### config.mk
export PLATFORM = sky130hd
export DESIGN_NAME = ft245_tx_engine
export DESIGN_NICKNAME = d
export VERILOG_FILES = /design/src/rtl/ft245_tx_engine.sv
export SDC_FILE = /design/constraint.sdc
export NUM_CORES = 1
export LEC_CHECK = 0
export CAP_MARGIN = 20
export CORE_ASPECT_RATIO = 0.8
export CORE_MARGIN = 3
export CORE_UTILIZATION = 45
export DETAILED_ROUTE_END_ITERATION = 6
export PLACE_DENSITY = 0.68
export SLEW_MARGIN = 10
export SYNTH_ARGS = -nofsm -noshare
export SYNTH_HDL_FRONTEND = slang
export SYNTH_SLANG_ARGS = --single-unit
### constraint.sdc
create_clock -name hwclk -period 7.2 [get_ports hwclk]
set_clock_uncertainty 0.2 [all_clocks]
set_input_delay 1.44 -clock hwclk [delete_from_list [all_inputs] [get_ports hwclk]]
set_output_delay 1.44 -clock hwclk [all_outputs]
set_load 0.01 [all_outputs]
### src/rtl/ft245_tx_engine.sv
// FT245 transmit engine: a byte FIFO feeding a TXE#/WR# write sequencer on the shared parallel bus.
// State   | meaning
// IDLE    | bus released, waiting for data, TXE# low and no receive activity
// SETUP   | data driven ahead of WR#; a late TXE# high aborts without strobing
// STROBE  | WR# low
// HOLD    | WR# high again, data still driven
// RECOVER | bus released before the next transaction
module ft245_tx_engine #(
  parameter int DEPTH_LOG2  = 4,
  parameter int SETUP_CYC   = 1,
  parameter int STROBE_CYC  = 2,
  parameter int HOLD_CYC    = 1,
  parameter int RECOVER_CYC = 2
) (
  input  logic                hwclk,
  input  logic                rst_n,
  input  logic [7:0]          in_data,
  input  logic                in_valid,
  output logic                in_ready,
  input  logic                txe_245,
  input  logic                rx_active,
  output logic                wr_245,
  output logic [7:0]          data_245,
  output logic                oe_245,
  output logic                tx_bus_owned,
  output logic [DEPTH_LOG2:0] fifo_count
);

  if (DEPTH_LOG2 < 1 || SETUP_CYC < 1 || STROBE_CYC < 1 || HOLD_CYC < 1 || RECOVER_CYC < 1) begin : g_bad_param
    $error("ft245_tx_engine: all parameters must be >= 1");
  end

  localparam int DEPTH   = 1 << DEPTH_LOG2;
  localparam int MAX_SH  = (SETUP_CYC > HOLD_CYC) ? SETUP_CYC : HOLD_CYC;
  localparam int MAX_SR  = (STROBE_CYC > RECOVER_CYC) ? STROBE_CYC : RECOVER_CYC;
  localparam int MAX_CYC = (MAX_SH > MAX_SR) ? MAX_SH : MAX_SR;
  localparam int TW      = (MAX_CYC > 1) ? $clog2(MAX_CYC) : 1;

  localparam logic [TW-1:0]         LD_SETUP   = TW'(SETUP_CYC - 1);
  localparam logic [TW-1:0]         LD_STROBE  = TW'(STROBE_CYC - 1);
  localparam logic [TW-1:0]         LD_HOLD    = TW'(HOLD_CYC - 1);
  localparam logic [TW-1:0]         LD_RECOVER = TW'(RECOVER_CYC - 1);
  localparam logic [TW-1:0]         TMR_ONE    = 1;
  localparam logic [DEPTH_LOG2-1:0] PTR_ONE    = 1;
  localparam logic [DEPTH_LOG2:0]   CNT_ONE    = 1;
  localparam logic [DEPTH_LOG2:0]   CNT_FULL   = (DEPTH_LOG2 + 1)'(DEPTH);

  typedef enum logic [2:0] {S_IDLE, S_SETUP, S_STROBE, S_HOLD, S_RECOVER} state_t;

  logic                  txe_m, txe_s;
  logic [7:0]            mem [DEPTH];
  logic [DEPTH_LOG2-1:0] wr_ptr, rd_ptr;
  logic                  push, pop;
  state_t                state, state_nxt;
  logic [TW-1:0]         tmr, tmr_nxt;
  logic                  tmr_done;
  logic                  wr_nxt, oe_nxt;
  logic [7:0]            data_nxt;

  // TXE# is driven by the FTDI asynchronously to hwclk; reset to "not ready".
  always_ff @(posedge hwclk or negedge rst_n) begin
    if (!rst_n) begin
      txe_m <= 1'b1;
      txe_s <= 1'b1;
    end else begin
      txe_m <= txe_245;
      txe_s <= txe_m;
    end
  end

  assign in_ready = rst_n && (fifo_count != CNT_FULL);
  assign push     = in_valid && in_ready;

  always_ff @(posedge hwclk) begin
    if (push) mem[wr_ptr] <= in_data;
  end

  always_ff @(posedge hwclk or negedge rst_n) begin
    if (!rst_n) begin
      wr_ptr     <= '0;
      rd_ptr     <= '0;
      fifo_count <= '0;
    end else begin
      if (push) wr_ptr <= wr_ptr + PTR_ONE;
      if (pop)  rd_ptr <= rd_ptr + PTR_ONE;
      case ({push, pop})
        2'b10:   fifo_count <= fifo_count + CNT_ONE;
        2'b01:   fifo_count <= fifo_count - CNT_ONE;
        default: fifo_count <= fifo_count;
      endcase
    end
  end

  always_ff @(posedge hwclk or negedge rst_n) begin
    if (!rst_n) begin
      state        <= S_IDLE;
      tmr          <= '0;
      wr_245       <= 1'b1;
      oe_245       <= 1'b0;
      data_245     <= '0;
      tx_bus_owned <= 1'b0;
    end else begin
      state        <= state_nxt;
      tmr          <= tmr_nxt;
      wr_245       <= wr_nxt;
      oe_245       <= oe_nxt;
      data_245     <= data_nxt;
      tx_bus_owned <= (state_nxt != S_IDLE);
    end
  end

  assign tmr_done = (tmr == '0);

  always_comb begin
    state_nxt = state;
    tmr_nxt   = tmr_done ? tmr : tmr - TMR_ONE;
    case (state)
      S_IDLE:
        if (fifo_count != '0 && !txe_s && !rx_active) begin
          state_nxt = S_SETUP;
          tmr_nxt   = LD_SETUP;
        end
      S_SETUP:
        if (txe_s) begin
          state_nxt = S_RECOVER;
          tmr_nxt   = LD_RECOVER;
        end else if (tmr_done) begin
          state_nxt = S_STROBE;
          tmr_nxt   = LD_STROBE;
        end
      S_STROBE:
        if (tmr_done) begin
          state_nxt = S_HOLD;
          tmr_nxt   = LD_HOLD;
        end
      S_HOLD:
        if (tmr_done) begin
          state_nxt = S_RECOVER;
          tmr_nxt   = LD_RECOVER;
        end
      S_RECOVER:
        if (tmr_done) state_nxt = S_IDLE;
      default: state_nxt = S_IDLE;
    endcase
  end

  // Outputs are registered from the next state, so they change on the same edge as the state.
  always_comb begin
    wr_nxt   = (state_nxt != S_STROBE);
    oe_nxt   = (state_nxt == S_SETUP) || (state_nxt == S_STROBE) || (state_nxt == S_HOLD);
    data_nxt = data_245;
    if (state == S_IDLE && state_nxt == S_SETUP) data_nxt = mem[rd_ptr];
    pop      = (state == S_HOLD) && (state_nxt == S_RECOVER);
  end

endmodule
### Yosys cells after proc, flatten, opt, wreduce, memory -nomap -nowiden

Memory sizes are Yosys's and may differ from the RTL's. A register that Yosys moved wholly into a read port is not among the register bits.
Index checks and enable logic that the tools add are counted.

* add/subtract/negate cells: 5
* equal/unequal tests: 12
* multiplexer cells: 16
* reductions and logical operators: 15

Operators with widths (count)
* $mux 3: 6
* $pmux 3 s5: 1
* $eq 3x2->1 const B: 4
* $pmux 5 s2: 1
* $add 4x1->4 const B: 2
* $mux 1: 7
* $eq 3x1->1 const B: 2
* $eq 3x3->1 const B: 2
* $logic_and 1x1->1: 6
* $add 5x1->5 const B: 1
* $ne 5x5->1 const B: 1
* $reduce_bool 5->1: 1
* $sub 5x1->5 const B: 1
* $pmux 1 s4: 1
* $logic_not 1->1: 3
* $logic_not 3->1: 1
* $ne 3x2->1 const B: 1
* $reduce_bool 3->1: 1
* $eq 2x1->1 const B: 1
* $eq 2x2->1 const B: 1
* $logic_or 1x1->1: 2
* $reduce_bool 2->1: 1
* $sub 1x1->1 const B: 1

* bits in registers: 22
* bits in writable memories: 128
* bits of input ports: 13
* logic and storage cells: 59
* memories: 1

Memories
* mem: words 16, width 8, rd ports 1, clocked after memory_dff 1, write ports 1, RTL line 51 `logic [7:0] mem [DEPTH];`

### Depth between registers and ports, before layout

Gate-level depths: netlist of run 1.

* word-level depth: 9
* depth in mapped cells: 13

### Least setup slack after synthesis of run 1

No wires, ideal clock.

* kind: input to register
* start: in rst_n
* end: reg fifo_count[4]
* library setup time: 0.127 ns
* data arrival time: 3.436 ns
* required time: 6.873 ns
* slack: 3.437 ns
* stages: 12
* path through: o21a_1 > and2_1 > buf_6 > inv_2 > ha_1 > inv_1 > fa_1 > nor2b_1 > o21ai_0 > nand3_1 > or3b_2 > xnor2_1

* cells in the longest elaborated chain, start to end: 4
* elaborated cells on any way between the ends: 6
* those cells by class: eq/ne: 2; mux: 1; reduce/logical: 3

Ends and longest elaborated chain
* start: declaration: RTL line 16 `input logic rst_n,`
* $logic_and 1x1->1 (*): RTL line 71 `assign in_ready = rst_n && (fifo_count != CNT_FULL);`
* $logic_and 1x1->1 (*): RTL line 72 `assign push = in_valid && in_ready;`
* $eq 2x1->1 or $eq 2x2->1 (tied branches): RTL line 86 `case ({push, pop})`
* $pmux 5 s2 or $reduce_bool 2->1 (tied branches)
* end signal: assignment: RTL line 87 `2'b10: fifo_count <= fifo_count + CNT_ONE;`
* end signal: assignment: RTL line 88 `2'b01: fifo_count <= fifo_count - CNT_ONE;`
* end signal: assignment: RTL line 89 `default: fifo_count <= fifo_count;`
* end: declaration: RTL line 26 `output logic [DEPTH_LOG2:0] fifo_count`

Mark *: on every way between the ends. The rest lies on a longest branch, timed or not.
A chain may end at the register's enable or synchronous reset.

### Worst setup path in the final report of run 1

* start: in rst_n
* end: out in_ready

* cells in the longest elaborated chain, start to end: 1

Ends and longest elaborated chain
* $logic_and 1x1->1: RTL line 71
* end: declaration: RTL line 19 `output logic in_ready,`

No other way between the ends.

==> results_dict.tcl, run 1 <==
set metrics [dict create \
    finalInstanceArea_um2 7400 \
    htreeDepth 4 \
    area_growth_pct 16.1 \
    tightest_slew_ns 0.893 \
    worstPathMaxFanout 31 \
    fin_total_pwr_mw 2.79 \
    dpl.cell_count 545 \
    critPathKind "primary input to output port" \
    drive_above_1_share_pct 21.2 \
    antenna_found_initial 0 \
    ctsHoldBuffers 0 \
    clock.fmax_mhz 216 \
    syn-num-nets 373 \
    clock_sinks 158 \
    min_period_over_period_pct 64.3 \
    globalplace.congestion 0.744 \
    grtUsageTotal_pct 16.6 \
    synth_cell_types 39 \
    yosys_warnings 0 \
    vias 3125 \
    grt_overflow 0 \
    grt_max_degree 36 \
    die_area_um2 15600 \
    critPathSlowestCell "clkdlybuf4s50_1" \
    die_h_um 112 \
    rows 38 \
    routedWlPerCell_um 20.9 \
    cts_resized 0 \
    reg2reg_depth 10 \
    cp-end-kind "output port" \
    num_antenna_cells 0 \
    viasPerCell 5.42 \
    whs_endpoint "txe_s" \
    grt_first_pass_wirelength_mm 19.1 \
    worstPathCellList "clkdlybuf4s50_1 -> buf_4 -> o21a_1 -> clkdlybuf4s50_1" \
    worst_ep_required_time_ns 5.56 \
    r2r_start "state[0]" \
    coreArea_um2 13700 \
    clk_pin_slew_ns 0.06 \
    avgSynthCellArea_um2 18.2 \
    drt_iter0_markers 300 \
    ys_ff_latch 158 \
    numCtsBuffers 17 \
    synth_area_um2 6370 \
    crit_buf_inv 3 \
    clockBufferDepth 2 \
    slew_violations 0 \
    critical-path-max-stage-delay_ns 0.53 \
    nets 407 \
    min_path_type "flop to flop" \
    fin_util_pct 54.1 \
    drt-pass1-iter-count 4 \
    r2r-end "fifo_count[4]" \
    die_x_um 139 \
    instances_no_fill 577 \
    post-place-ws_ns 2.43 \
    irDropWorstVdd_mv 0.363 \
    hold-path-cell-count 0 \
    cts_setup_buffers 0 \
    slew_headroom_pct 40.4 \
    setup_slack_ns 2.57 \
    placement.io_buffers 29 \
    routed_wirelength_mm 12.1 \
    critPathMostFrequentCell "clkdlybuf4s50_1" \
    drc 0 \
    rrSetupSlack_ns 3.68 \
    placed_cell_area_um2 6840 \
    ys_seq_area_share_pct 72.1 \
    grt_pass1_vias 3297 \
    clock_latency_ns 0.41 \
    rsz0062_at_grt "no" \
    syn-instance-count 350 \
    dp_hpwl_mm 7.28 \
    layout_commonest_cell "edfxtp_1" \
    path_delay_family "buffers and inverters" \
    multiInputGateArea_um2 1660 \
    min-delay-start "txe_m" \
    period_needed_ns 4.63 \
    p_leak_nw 2.56 \
    hold_violations 0 \
    arrival_ns 2.99 \
    final_cell_mix "edfxtp_1, mux4_2, clkdlybuf4s50_1, dfrtp_1, nand2_1" \
    ioPinCount 30 \
    finalSetupViolCount 0 \
    initial_core_util_pct 46.6 \
    worst_hold_slack_ns 0.158 \
    status "finished clean" \
    power.density_nw_per_um2 377 \
    tritoncts "yes" \
    ant_nets 0 \
    fill_cells 1060 \
    cp-start-kind "primary input" \
    cap_violations 0 \
    setup-tns-final_ns 0 \
    final-seq-area_um2 4600 \
    clockRootBuffer "clkbuf_16" \
]
## state kept, by name, summed over array words and instances, names as in the netlist
signal,count
rd_ptr,4
txe_m,1
state,3
txe_s,1
tx_bus_owned,1
oe_245,1
data_245,8
fifo_count,5
mem,128
wr_ptr,4
wr_245,1
tmr,1
## synth_stat cells (all sizes together)
cell type,number,area [µm²]
nand2,23,86.3
edfxtp,128,3840
clkbuf,7,27.5
nor2,2,7.51
fa,1,20.0
and2,17,106
nand2b,2,12.5
ha,9,113
nand4,2,12.5
mux4,32,721
nor3b,4,30.0
nand3,3,15.0
a21oi,8,40.0
buf,11,58.8
a21o,2,15.0
or4,1,11.3
a22oi,1,7.51
xor2,3,26.3
a31oi,1,6.26
or3b,1,8.76
dfstp,3,78.8
dfrtp,27,676
inv,9,33.8
xnor2,7,61.3
o21ai,19,95.1
o21a,1,7.51
nor3,2,10.0
mux2,9,101
and3,1,11.3
a21boi,1,7.51
nand3b,1,7.51
nor2b,1,6.26
mux2i,9,90.1
o211ai,2,20.0
## report_power, final
part           internal, mW  switching [mW]  leakage, nW  total [mW]
Sequential             1.10          0.0863         1.52        1.19
Clock                 0.505           0.339        0.289       0.844
Combinational         0.380           0.376        0.749       0.756
Total                  1.99           0.802         2.56        2.79
## worst max path at each step
| stage | slack [ns] | depth (start not counted) | start | end |
|---|---|---|---|---|
| floorplan | 3.44 | 12 | rst_n | fifo_count[4] |
| global placement | 2.46 | 12 | rst_n | fifo_count[4] |
| detailed placement | 2.43 | 12 | rst_n | fifo_count[4] |
| CTS | 2.53 | 4 | rst_n | in_ready |
| global route | 2.47 | 4 | rst_n | in_ready |
| finish | 2.57 | 4 | rst_n | in_ready |
## per-layer routing
layer	part of all wire, %	track usage, %	wire (µm)
met1	45	24.6	5420
met2	47	24.4	5620
met3	7.2	3.83	869
met4	1.3	5.87	160
met5	0	0	0
## area by class of cell
| cell class | instances | share of cell area (%) |
|---|---|---|
| Sequential cell | 158 | 62.1 |
| Tap cell | 180 | 3.04 |
| Multi-Input combinational cell | 165 | 22.4 |
| Clock inverter | 8 | 0.676 |
| Inverter | 9 | 0.456 |
| Timing Repair Buffer | 33 | 4.33 |
| Clock buffer | 24 | 7.00 |
## logic make-up after synthesis
family | after synthesis | synth area share [%]
AO/OA/AOI/OAI | 35 | 3.12
flip-flops | 158 | 72.1
multiplexers | 50 | 14.3
AND/OR/NAND/NOR | 60 | 5.10
XOR/XNOR | 10 | 1.37
buffers and inverters | 27 | 1.88
adder cells (fa/ha/maj) | 10 | 2.08
Power figures use the tool's default switching activity.
==> run 2: changes to the inputs <==
--- a/config.mk
+++ b/config.mk
@@ -10,7 +10,7 @@
 export CORE_MARGIN = 3
 export CORE_UTILIZATION = 45
 export DETAILED_ROUTE_END_ITERATION = 6
-export PLACE_DENSITY = 0.68
+export PLACE_DENSITY = 0.71
 export SLEW_MARGIN = 10
 export SYNTH_ARGS = -nofsm -noshare
 export SYNTH_HDL_FRONTEND = slang
==> constraint.sdc (replaced) <==
create_clock -name hwclk -period 3.8 [get_ports hwclk]
set_clock_uncertainty 0.2 [all_clocks]
set_input_delay 0.76 -clock hwclk [delete_from_list [all_inputs] [get_ports hwclk]]
set_output_delay 0.76 -clock hwclk [all_outputs]
set_load 0.01 [all_outputs]
==> results_dict.tcl, run 2 (synthesis gave the netlist of run 1 again) <==
set metrics [dict create \
    hold-path-cell-count 0 \
    worst_hold_slack_ns 0.155 \
    r2r_start "fifo_count[0]" \
    dr_wl_met3_um 725 \
    grt_first_pass_wirelength_mm 18.9 \
    cap_violations 0 \
    initial_core_util_pct 46.6 \
    ctsHoldBuffers 0 \
    post-place-ws_ns 0.245 \
    min-delay-start "txe_m" \
    final_cell_mix "edfxtp_1, mux4_2, clkdlybuf4s50_1, dfrtp_1, nand2_1" \
    ioPinCount 30 \
    dp_hpwl_mm 7.38 \
    vias 3125 \
    routed.top_layer "met4" \
    worstPathMaxFanout 5 \
    grtUsageTotal_pct 16.2 \
    drt-pass1-iter-count 4 \
    clk_pin_slew_ns 0.06 \
    p_leak_nw 2.60 \
    whs_endpoint "txe_s" \
    ant_nets 0 \
    reg.largest.list "mem (128), data_245 (8), fifo_count (5)" \
    numCtsBuffers 17 \
    wl_met2_mm 5.36 \
    nets 410 \
    r2r-end "fifo_count[4]" \
    setup_slack_ns 0.424 \
    clock.fmax_mhz 296 \
    area_growth_pct 17.6 \
    globalplace.congestion 0.749 \
    irDropWorstVdd_mv 0.402 \
    drc 0 \
    grt_overflow 0 \
    rrSetupSlack_ns 0.42 \
    num_antenna_cells 0 \
    tightest_slew_ns 0.908 \
    placement.io_buffers 29 \
    arrival_ns 3.47 \
    cts_setup_buffers 0 \
    fill_cells 1038 \
    routed_wirelength_mm 11.9 \
    setup-tns-final_ns 0 \
    min_period_over_period_pct 88.8 \
    multiInputGateArea_um2 1660 \
    worst_ep_required_time_ns 3.89 \
    finalSetupViolCount 0 \
    die_x_um 139 \
    cp-end-kind "flop" \
    largest_register "mem" \
    die_h_um 112 \
    finalInstanceArea_um2 7490 \
    power.density_nw_per_um2 724 \
    layout_commonest_cell "edfxtp_1" \
    drive_above_1_share_pct 20.8 \
    die_area_um2 15600 \
    clockRootBuffer "clkbuf_16" \
    wl_met1_mm 5.65 \
    final-seq-area_um2 4600 \
    rsz0062_at_grt "no" \
    coreArea_um2 13700 \
    viasPerCell 5.39 \
    rows 38 \
    clock_sinks 158 \
    min_path_type "flop to flop" \
    clock_latency_ns 0.42 \
    slew_violations 0 \
    status "finished clean" \
    clockBufferDepth 2 \
    period_needed_ns 3.38 \
    antenna_found_initial 0 \
    tritoncts "yes" \
    slew_headroom_pct 39.5 \
    cts_resized 0 \
    cp-start-kind "flop" \
    reg2reg_depth 12 \
    grt_max_degree 31 \
    routedWlPerCell_um 20.4 \
    placed_cell_area_um2 6870 \
    critPathKind "flop to flop" \
    drt_iter0_markers 255 \
    htreeDepth 4 \
    grt_pass1_vias 3223 \
    largest_reg_flops 128 \
    hold_violations 0 \
]
run 2: changes by cell type in the layout (fill, tap and decap cells not counted), moves of 2 or more:
cell and change:
buf_4 +2, clkbuf_16 +2, clkinv_2 -3, clkbuf_1 +4, inv_4 -2, inv_6 -2
run 2: per-stage QoR:
step	util, %	power, mW	cells
floorplan	-	3.23	350
global placement	50.2	3.70	548
detailed placement	50.2	3.72	548
CTS	54.7	5.47	580
global route	54.7	5.69	580
finish	54.7	5.43	580
run 2: metal layers:
metal	vias up	global-route usage, %
met3	14	5.15
met1	1600	24.3
met5	-	0
li1	1429	-
met4	0	4.56
met2	82	23.2
run 2: how the worst max path moves through the flow:
stage	depth (start not counted)	startpoint	slack (ns)	end
floorplan	13	fifo_count[0]	0.41	fifo_count[4]
global placement	11	rst_n	0.25	fifo_count[4]
detailed placement	12	rst_n	0.24	fifo_count[4]
CTS	12	fifo_count[0]	0.42	fifo_count[4]
global route	12	fifo_count[0]	0.24	fifo_count[4]
finish	12	fifo_count[0]	0.42	fifo_count[4]
run 2: area by class of cell:
class / instances / share of cell area, %
inverters: 9 / 0.451
flip-flops and latches: 158 / 61.4
clock buffers: 30 / 7.86
clock inverters: 2 / 0.467
repair buffers: 36 / 4.74
multi-input cells: 165 / 22.1
well taps: 180 / 3.01
run 2: report_power, final:
group | total, mW | internal, mW | switching (mW) | leakage (nW)
Clock | 1.74 | 1.11 | 0.631 | 0.305
Combinational | 1.36 | 0.743 | 0.616 | 0.770
Sequential | 2.32 | 2.09 | 0.238 | 1.52
Total | 5.43 | 3.94 | 1.49 | 2.60
run 2: critical path, stage by stage (launching register included):
cell	delay [ns]
dfrtp_1	0.43
or4_4	0.55
o21a_1	0.19
and2_1	0.17
inv_2	0.08
ha_1	0.23
inv_1	0.10
fa_1	0.40
nor2b_1	0.12
o21ai_0	0.10
nand3_1	0.09
or3b_2	0.45
xnor2_1	0.13
